`src/rtl/rom_load_ctrl.sv`:
```
// ioctl download sequencer: routes ROM/DIP/mode bytes to core storage, holds the
// core in reset through ROM load plus a settle window, and reports load statistics.
module rom_load_ctrl #(
    parameter logic [15:0] PROG_BASE     = 16'h0000,
    parameter logic [16:0] PROG_SIZE     = 17'h0C000,
    parameter logic [15:0] VEC_BASE      = 16'hC000,
    parameter logic [16:0] VEC_SIZE      = 17'h04000,
    parameter logic [16:0] TOTAL_BYTES   = 17'h10000,
    parameter int unsigned SETTLE_CYCLES = 1024
) (
    input  logic        clk_25,
    input  logic        RESET_L,
    input  logic        dn_download,
    input  logic [7:0]  dn_index,
    input  logic        dn_wr,
    input  logic [24:0] dn_addr,
    input  logic [7:0]  dn_data,
    output logic        prog_we,
    output logic        vec_we,
    output logic [15:0] rom_addr,
    output logic [7:0]  rom_data,
    output logic        dip_we,
    output logic [2:0]  dip_sel,
    output logic [7:0]  dip_data,
    output logic [7:0]  mode,
    output logic        core_reset_l,
    output logic        load_busy,
    output logic        load_ok,
    output logic [7:0]  load_sum,
    output logic [16:0] byte_cnt
);

    localparam int unsigned CW = (SETTLE_CYCLES > 1) ? $clog2(SETTLE_CYCLES) : 1;
    localparam logic [CW-1:0] SETTLE_LAST = CW'(SETTLE_CYCLES - 1);

    localparam logic [7:0] IDX_ROM  = 8'd0;
    localparam logic [7:0] IDX_MODE = 8'd1;
    localparam logic [7:0] IDX_DIP  = 8'd254;

    typedef enum logic [1:0] {
        IDLE,
        LOAD,
        SETTLE,
        RUN
    } state_t;

    state_t        state;
    logic [CW-1:0] settle_cnt;

    logic          rom_start;
    logic          rom_wr;
    logic          dip_wr;
    logic          mode_wr;
    logic          addr_hi_zero;
    logic [17:0]   a18;
    logic [17:0]   prog_off;
    logic [17:0]   vec_off;
    logic          in_prog;
    logic          in_vec;
    logic [16:0]   byte_cnt_nxt;
    logic [7:0]    load_sum_nxt;

    // Offsets below the region base wrap to huge values, so one unsigned
    // compare against the size covers both window bounds.
    always_comb begin
        rom_start    = dn_download && (dn_index == IDX_ROM);
        rom_wr       = (state == LOAD) && dn_wr && (dn_index == IDX_ROM);
        dip_wr       = dn_wr && (dn_index == IDX_DIP) && (dn_addr[24:3] == '0);
        mode_wr      = dn_wr && (dn_index == IDX_MODE);
        addr_hi_zero = (dn_addr[24:16] == '0);
        a18          = {2'b00, dn_addr[15:0]};
        prog_off     = a18 - {2'b00, PROG_BASE};
        vec_off      = a18 - {2'b00, VEC_BASE};
        in_prog      = addr_hi_zero && (prog_off < {1'b0, PROG_SIZE});
        in_vec       = addr_hi_zero && !in_prog && (vec_off < {1'b0, VEC_SIZE});

        byte_cnt_nxt = byte_cnt;
        load_sum_nxt = load_sum;
        if (rom_wr) begin
            if (byte_cnt != '1) begin
                byte_cnt_nxt = byte_cnt + 17'd1;
            end
            load_sum_nxt = load_sum + dn_data;
        end
    end

    always_ff @(posedge clk_25 or negedge RESET_L) begin
        if (!RESET_L) begin
            state        <= IDLE;
            settle_cnt   <= '0;
            byte_cnt     <= '0;
            load_sum     <= '0;
            load_ok      <= 1'b0;
            load_busy    <= 1'b0;
            core_reset_l <= 1'b0;
        end else begin
            case (state)
                LOAD: begin
                    byte_cnt <= byte_cnt_nxt;
                    load_sum <= load_sum_nxt;
                    if (!dn_download) begin
                        state      <= SETTLE;
                        load_ok    <= (byte_cnt_nxt == TOTAL_BYTES);
                        settle_cnt <= SETTLE_LAST;
                    end
                end
                default: begin
                    if (rom_start) begin
                        state        <= LOAD;
                        byte_cnt     <= '0;
                        load_sum     <= '0;
                        load_ok      <= 1'b0;
                        settle_cnt   <= '0;
                        load_busy    <= 1'b1;
                        core_reset_l <= 1'b0;
                    end else if (state == SETTLE) begin
                        if (settle_cnt == '0) begin
                            state        <= RUN;
                            load_busy    <= 1'b0;
                            core_reset_l <= 1'b1;
                        end else begin
                            settle_cnt <= settle_cnt - CW'(1);
                        end
                    end
                end
            endcase
        end
    end

    // Data/address outputs hold their last value; only the enables pulse.
    always_ff @(posedge clk_25 or negedge RESET_L) begin
        if (!RESET_L) begin
            prog_we  <= 1'b0;
            vec_we   <= 1'b0;
            rom_addr <= '0;
            rom_data <= '0;
            dip_we   <= 1'b0;
            dip_sel  <= '0;
            dip_data <= '0;
            mode     <= '0;
        end else begin
            prog_we <= rom_wr && in_prog;
            vec_we  <= rom_wr && in_vec;
            if (rom_wr && (in_prog || in_vec)) begin
                rom_addr <= in_prog ? prog_off[15:0] : vec_off[15:0];
                rom_data <= dn_data;
            end

            dip_we <= dip_wr;
            if (dip_wr) begin
                dip_sel  <= dn_addr[2:0];
                dip_data <= dn_data;
            end

            if (mode_wr) begin
                mode <= dn_data;
            end
        end
    end

endmodule

```
`config.mk`:
```
export PLATFORM = sky130hd
export DESIGN_NAME = rom_load_ctrl
export DESIGN_NICKNAME = d
export VERILOG_FILES = /design/src/rtl/rom_load_ctrl.sv
export SDC_FILE = /design/constraint.sdc
export NUM_CORES = 1
export LEC_CHECK = 0
export ABC_AREA = 1
export BUFFER_PORTS_ARGS = -buffer_cell sky130_fd_sc_hd__buf_4
export CORE_ASPECT_RATIO = 1.1
export CORE_UTILIZATION = 45
export DETAILED_ROUTE_END_ITERATION = 8
export PLACE_DENSITY = 0.69
export SYNTH_ARGS = -nofsm -noshare
export SYNTH_HDL_FRONTEND = slang
export SYNTH_SLANG_ARGS = --single-unit
export TNS_END_PERCENT = 1
```
`constraint.sdc`:
```
create_clock -name clk_25 -period 3.31 [get_ports clk_25]
set_input_delay 0.1655 -clock clk_25 [delete_from_list [all_inputs] [get_ports clk_25]]
set_output_delay 0.1655 -clock clk_25 [all_outputs]
set_load 0.02 [all_outputs]
```
Word-level counts from Yosys, hierarchy flattened --
Cells that the tools add are included. Widths: inputs -> output; s select.
Storage, ports and cells: register bits 86, input bits 45, output and inout bits 74, word-level logic and storage cells 86
Cells by class: add/subtract/negate cells 4, order comparisons 2, equal/unequal tests 9, mux-type cells 27, bitwise gates (word level) 1, reduce and logical (&&, ||, !) cells 28
Operators with widths (count):
- $mux 17 | 4
- $mux 10 | 5
- $mux 8 | 3
- $logic_not 22->1 | 1
- $lt 18x15->1 const B | 1
- $add 17x1->17 const B | 1
- $eq 17x17->1 const B | 1
- $ne 17x17->1 const B | 1
- $sub 16x16->17 const B | 1
- $lt 16x16->1 const B | 1
- $mux 16 | 1
- $logic_and 1x1->1 | 12
- $logic_not 10->1 | 1
- $mux 2 | 5
- $sub 10x1->10 const B | 1
- $logic_not 9->1 | 1
- $mux 1 | 9
- $reduce_and 3->1 | 3
- $add 8x8->8 | 1
- $eq 8x1->1 const B | 1
- $eq 8x8->1 const B | 1
- $logic_not 8->1 | 1
- $reduce_bool 2->1 | 3
- $reduce_bool 3->1 | 2
- other kinds (8) | 10

Logic depth before layout (Yosys ltp) --
word-level depth 7, depth in mapped cells 14, mapped depth without buffers 14

Worst setup path after synthesis --
OpenSTA, ideal clock, no wires.
kind reg2reg, start reg load_sum[0], end reg load_sum[6], setup time 0.128 ns, arrival time 1.809 ns, required time 3.182 ns, slack 1.373 ns, stages on the path, launching flop included 11, path buffers 0, period minus slack after synthesis 1.937 ns, cell sequence dfrtp_1 ha_1 fa_1 a21oi_1 nor2_1 o21ai_0 nand2_1 a21oi_1 nand2_1 nand2_1 o21ai_0
On the way: longest elaborated chain between the ends 3
RTL lines:
- start, declared | line 29 | output logic [7:0] load_sum,
- start signal, assigned | line 100 | load_sum <= load_sum_nxt;
- $add 8x8->8 | line 83 | load_sum_nxt = load_sum + dn_data;
- $mux 8 | line 79 | if (rom_wr) begin
- $mux 8 | line 97 | case (state)
Every way passes these cells. The select of a mux whose other input is x is not followed. A chain may end at the register's enable or synchronous reset.

Worst setup path in the final report --
start reg state[1], end reg load_ok
On the way: longest elaborated chain between the ends 7, elaborated cells between the ends (all ways) 10, classes of those cells eq/ne (3); mux (3); reduce/logical (4)
RTL lines:
- start, declared | line 47 | state_t state;
- start signal, assigned | line 89 | state <= IDLE;
- start signal, assigned | line 102 | state <= SETTLE;
- start signal, assigned | line 109 | state <= LOAD;
- $eq 2x1->1 (*) | line 67, 97
- $logic_and 1x1->1 (2 in series) | line 67 | rom_wr = (state == LOAD) && dn_wr && (dn_index == IDX_ROM);
- $mux 17 | line 79
- $eq 17x17->1 | line 103 | load_ok <= (byte_cnt_nxt == TOTAL_BYTES);
- $mux 1 | line 101 | if (!dn_download) begin
- $mux 1 | line 97
- end signal, assigned | line 103
- end, declared | line 28 | output logic load_ok,
Mark *: on every way between the ends. The rest lies on a longest branch, timed or not. The select of a mux whose other input is x is not followed.

==> flow_summary.json <==
{
  "critPathMaxStageDelay_ns": 0.45,
  "r2r_end": "load_ok",
  "ys_types": 42,
  "slew_violations": 0,
  "register_area_sq_mm": 0.00215,
  "gr-total-overflow": 0,
  "seq_area_frac_synth_pct": 46.1,
  "grt_use_total_pct": 23.3,
  "area_growth_pct": 24.7,
  "vias": 4341,
  "run_status": "finished with violations",
  "antenna_cells": 0,
  "dp_cells": 806,
  "cts_tree": "built",
  "place.gp.congestion": 0.897,
  "htree_levels": 3,
  "worst_setup_path_start_kind": "flip-flop",
  "synthArstFlopShare_pct": 100,
  "layout.cells.most_common": "nand2_1",
  "core-area_sq_mm": 0.00998,
  "die-area_sq_mm": 0.0108,
  "period_needed_ns": 2.38,
  "worst_path_most_repeated_cell": "nand2_1",
  "vias_per_cell": 5.29,
  "r2r_start": "state[1]",
  "relSlewSlack_pct": 27.7,
  "layout.nets": 754,
  "cts_setup_buffers": 0,
  "grt_pass1_vias": 4177,
  "violations": "hold timing",
  "syn_area_sq_mm": 0.00467,
  "rsz0062_at_grt": "false",
  "port_buffers": 118,
  "drive_gt1_share_pct": 24.0,
  "drc": 0,
  "hold_ws_ns": -0.0229,
  "row_count": 38,
  "grt_pass1_wl_mm": 19.7,
  "power_w": 0.00327,
  "ys_ff_latch": 86,
  "cts_buffers": 9,
  "worst_setup_path_end_kind": "flip-flop",
  "cts_root_buf": "clkbuf_8",
  "p_per_area_mw_per_mm2": 562,
  "finalSetupTns_ns": 0,
  "fin_crit_sh_pct": 71.9,
  "dpl_worst_slack_ns": 0.972,
  "clk_pin_slew_worst_paths_ns": 0.09,
  "critPathMaxFanout": 16,
  "synth_nets": 639,
  "layout_common_cells": "nand2_1 (150), buf_4 (118), dfrtp_1 (86), inv_1 (73), o21ai_0 (62)",
  "detailed_place_hpwl_mm": 8.95,
  "path_cells": "nor2_4 -> inv_2 -> nor2_1 -> nand2_1 -> nor2_2 -> nand3_1 -> nand2_1 -> inv_1 -> nor2_1 -> nand2_1 -> nor2_1 -> nand3_1 -> nand2_1",
  "die_h_um": 109,
  "worst_pin_slew_ns": 1.08,
  "power_leakage_nw": 3.08,
  "multi_input_area_sq_mm": 0.00214,
  "setup_ws_ns": 0.928,
  "die_width_um": 99.1,
  "ys_warn_count": 0,
  "grt_max_degree": 87,
  "post_cts_resize_count": 0,
  "crit_end": "load_ok",
  "syn_avg_cell_area_sq_um": 8.02,
  "cpMaxStageDelayCell": "nor2_4",
  "hp-class": "in2async",
  "fill_cells": 915,
  "wl_per_cell_um": 14.4,
  "synth_top_flop_cell": "dfrtp_1",
  "initial_utilization_pct": 46.7,
  "boundaryPins": 119,
  "post_dp_cell_area_sq_mm": 0.00562,
  "drtPass1Iterations": 5,
  "clk_latency_ns": 0.36,
  "r2r_setup_slack_ns": 0.93,
  "setup_viol": 0,
  "final_cells": 821,
  "arrival_ns": 2.69,
  "fin_area_sq_mm": 0.00582,
  "crit_type": "reg2reg",
  "ant_nets": 0,
  "antenna_found_initial": 0,
  "syn_inst": 582,
  "finClkSkew_ns": 0.0123,
  "clk_path_buf_depth": 2,
  "cts.sinks": 86,
  "routed_wl_mm": 11.9,
  "critPathRequiredTime_ns": 3.62,
  "cap_viol_max_count": 0,
  "crit_path_start": "state[1]",
  "hold_viol": 13,
  "synth_edf_count": 0,
  "hold_buffers": 0,
  "reg2regPathDepth": 13,
  "irDropWorstVdd_uv": 255,
  "drtIter0Drc": 244,
  "fmax_ghz": 0.420
}
==> synthesized netlist by cell type, types with 3 or more instances <==
| cell | instances | share of area [%] |
|---|---|---|
| clkbuf_1 | 9 | 0.72 |
| o21ai_1 | 5 | 0.54 |
| ha_1 | 11 | 2.9 |
| nor4_1 | 4 | 0.54 |
| o21ai_0 | 62 | 6.6 |
| nor2_4 | 6 | 1.4 |
| inv_2 | 3 | 0.24 |
| nor2_1 | 43 | 3.5 |
| a22oi_1 | 8 | 1.3 |
| dfrtp_1 | 86 | 46 |
| nand4_1 | 14 | 1.9 |
| inv_1 | 73 | 5.9 |
| a21oi_2 | 3 | 0.56 |
| xor2_1 | 10 | 1.9 |
| o22ai_1 | 7 | 0.94 |
| a21oi_1 | 10 | 1.1 |
| mux2_2 | 4 | 0.97 |
| nand3_1 | 38 | 4.1 |
| nand2_2 | 3 | 0.40 |
| nor2_2 | 6 | 0.80 |
| nand2_1 | 150 | 12 |
==> sequential cells by signal, summed over array words and instances, names as in the netlist <==
register,cells
dip_sel,3
load_sum,8
settle_cnt,10
byte_cnt,17
prog_we,1
rom_addr,16
load_busy,1
vec_we,1
dip_we,1
mode,8
load_ok,1
state,2
rom_data,8
core_reset_l,1
dip_data,8
==> cell families after synthesis <==
logic type	Yosys count	share of synthesized area [%]
multiplexers	4	0.965
adder cells (fa/ha/maj)	12	3.38
XOR/XNOR	12	2.25
flip-flops	86	46.1
AO/OA/AOI/OAI	103	12.7
buffers and inverters	91	7.99
AND/OR/NAND/NOR	274	26.6
==> through the flow <==
stage | hold WS (ns) | utilization (%)
final | -0.0229 | 58.3
after global routing | 0.0360 | 58.3
after CTS | 0.0372 | 58.3
after detailed placement | 0.421 | 56.3
after global placement | 0.412 | 56.3
after floorplan | -0.130 | -
==> worst max-delay path: cells and delay by family, from the launching register on <==
family / cells / cell delay, ns
simple gates: 11 / 1.64
buf+inv: 2 / 0.27
flops: 1 / 0.42
==> worst min path at each step <==
stage | from | to | slack (ns) | cells past startpoint
final | RESET_L | rom_addr[12] | -0.02 | 1
after global routing | dn_addr[8] | rom_addr[8] | 0.04 | 2
after CTS | RESET_L | rom_addr[12] | 0.04 | 1
after detailed placement | dn_addr[8] | rom_addr[8] | 0.42 | 2
after global placement | dn_addr[8] | rom_addr[8] | 0.41 | 2
after floorplan | RESET_L | byte_cnt[0] | -0.13 | 0
==> power breakdown <==
group | switching (W) | internal, W | leakage, nW
logic | 0.000692 | 0.000435 | 1.87
clock network | 0.000385 | 0.000367 | 0.0948
registers | 0.000184 | 0.00121 | 1.11
==> layer usage <==
metal / up-vias / wire [um] / global-route usage [%]
met2: 153 / 5870 / 39.5
li1: 2128 / - / -
met3: 18 / 686 / 3.01
met5: - / 0 / 0
met4: 0 / 242 / 10.2
met1: 2042 / 5060 / 30.1
==> area by class of cell <==
type / count / share of cell area, %
clock buffers: 10 / 2.36
clock inverters: 5 / 1.01
inverters: 77 / 5.05
multi-input cells: 405 / 36.8
flip-flops and latches: 86 / 37.0
well taps: 120 / 2.58
repair buffers: 118 / 15.2
Note: power is estimated with default switching activity, not from simulation.
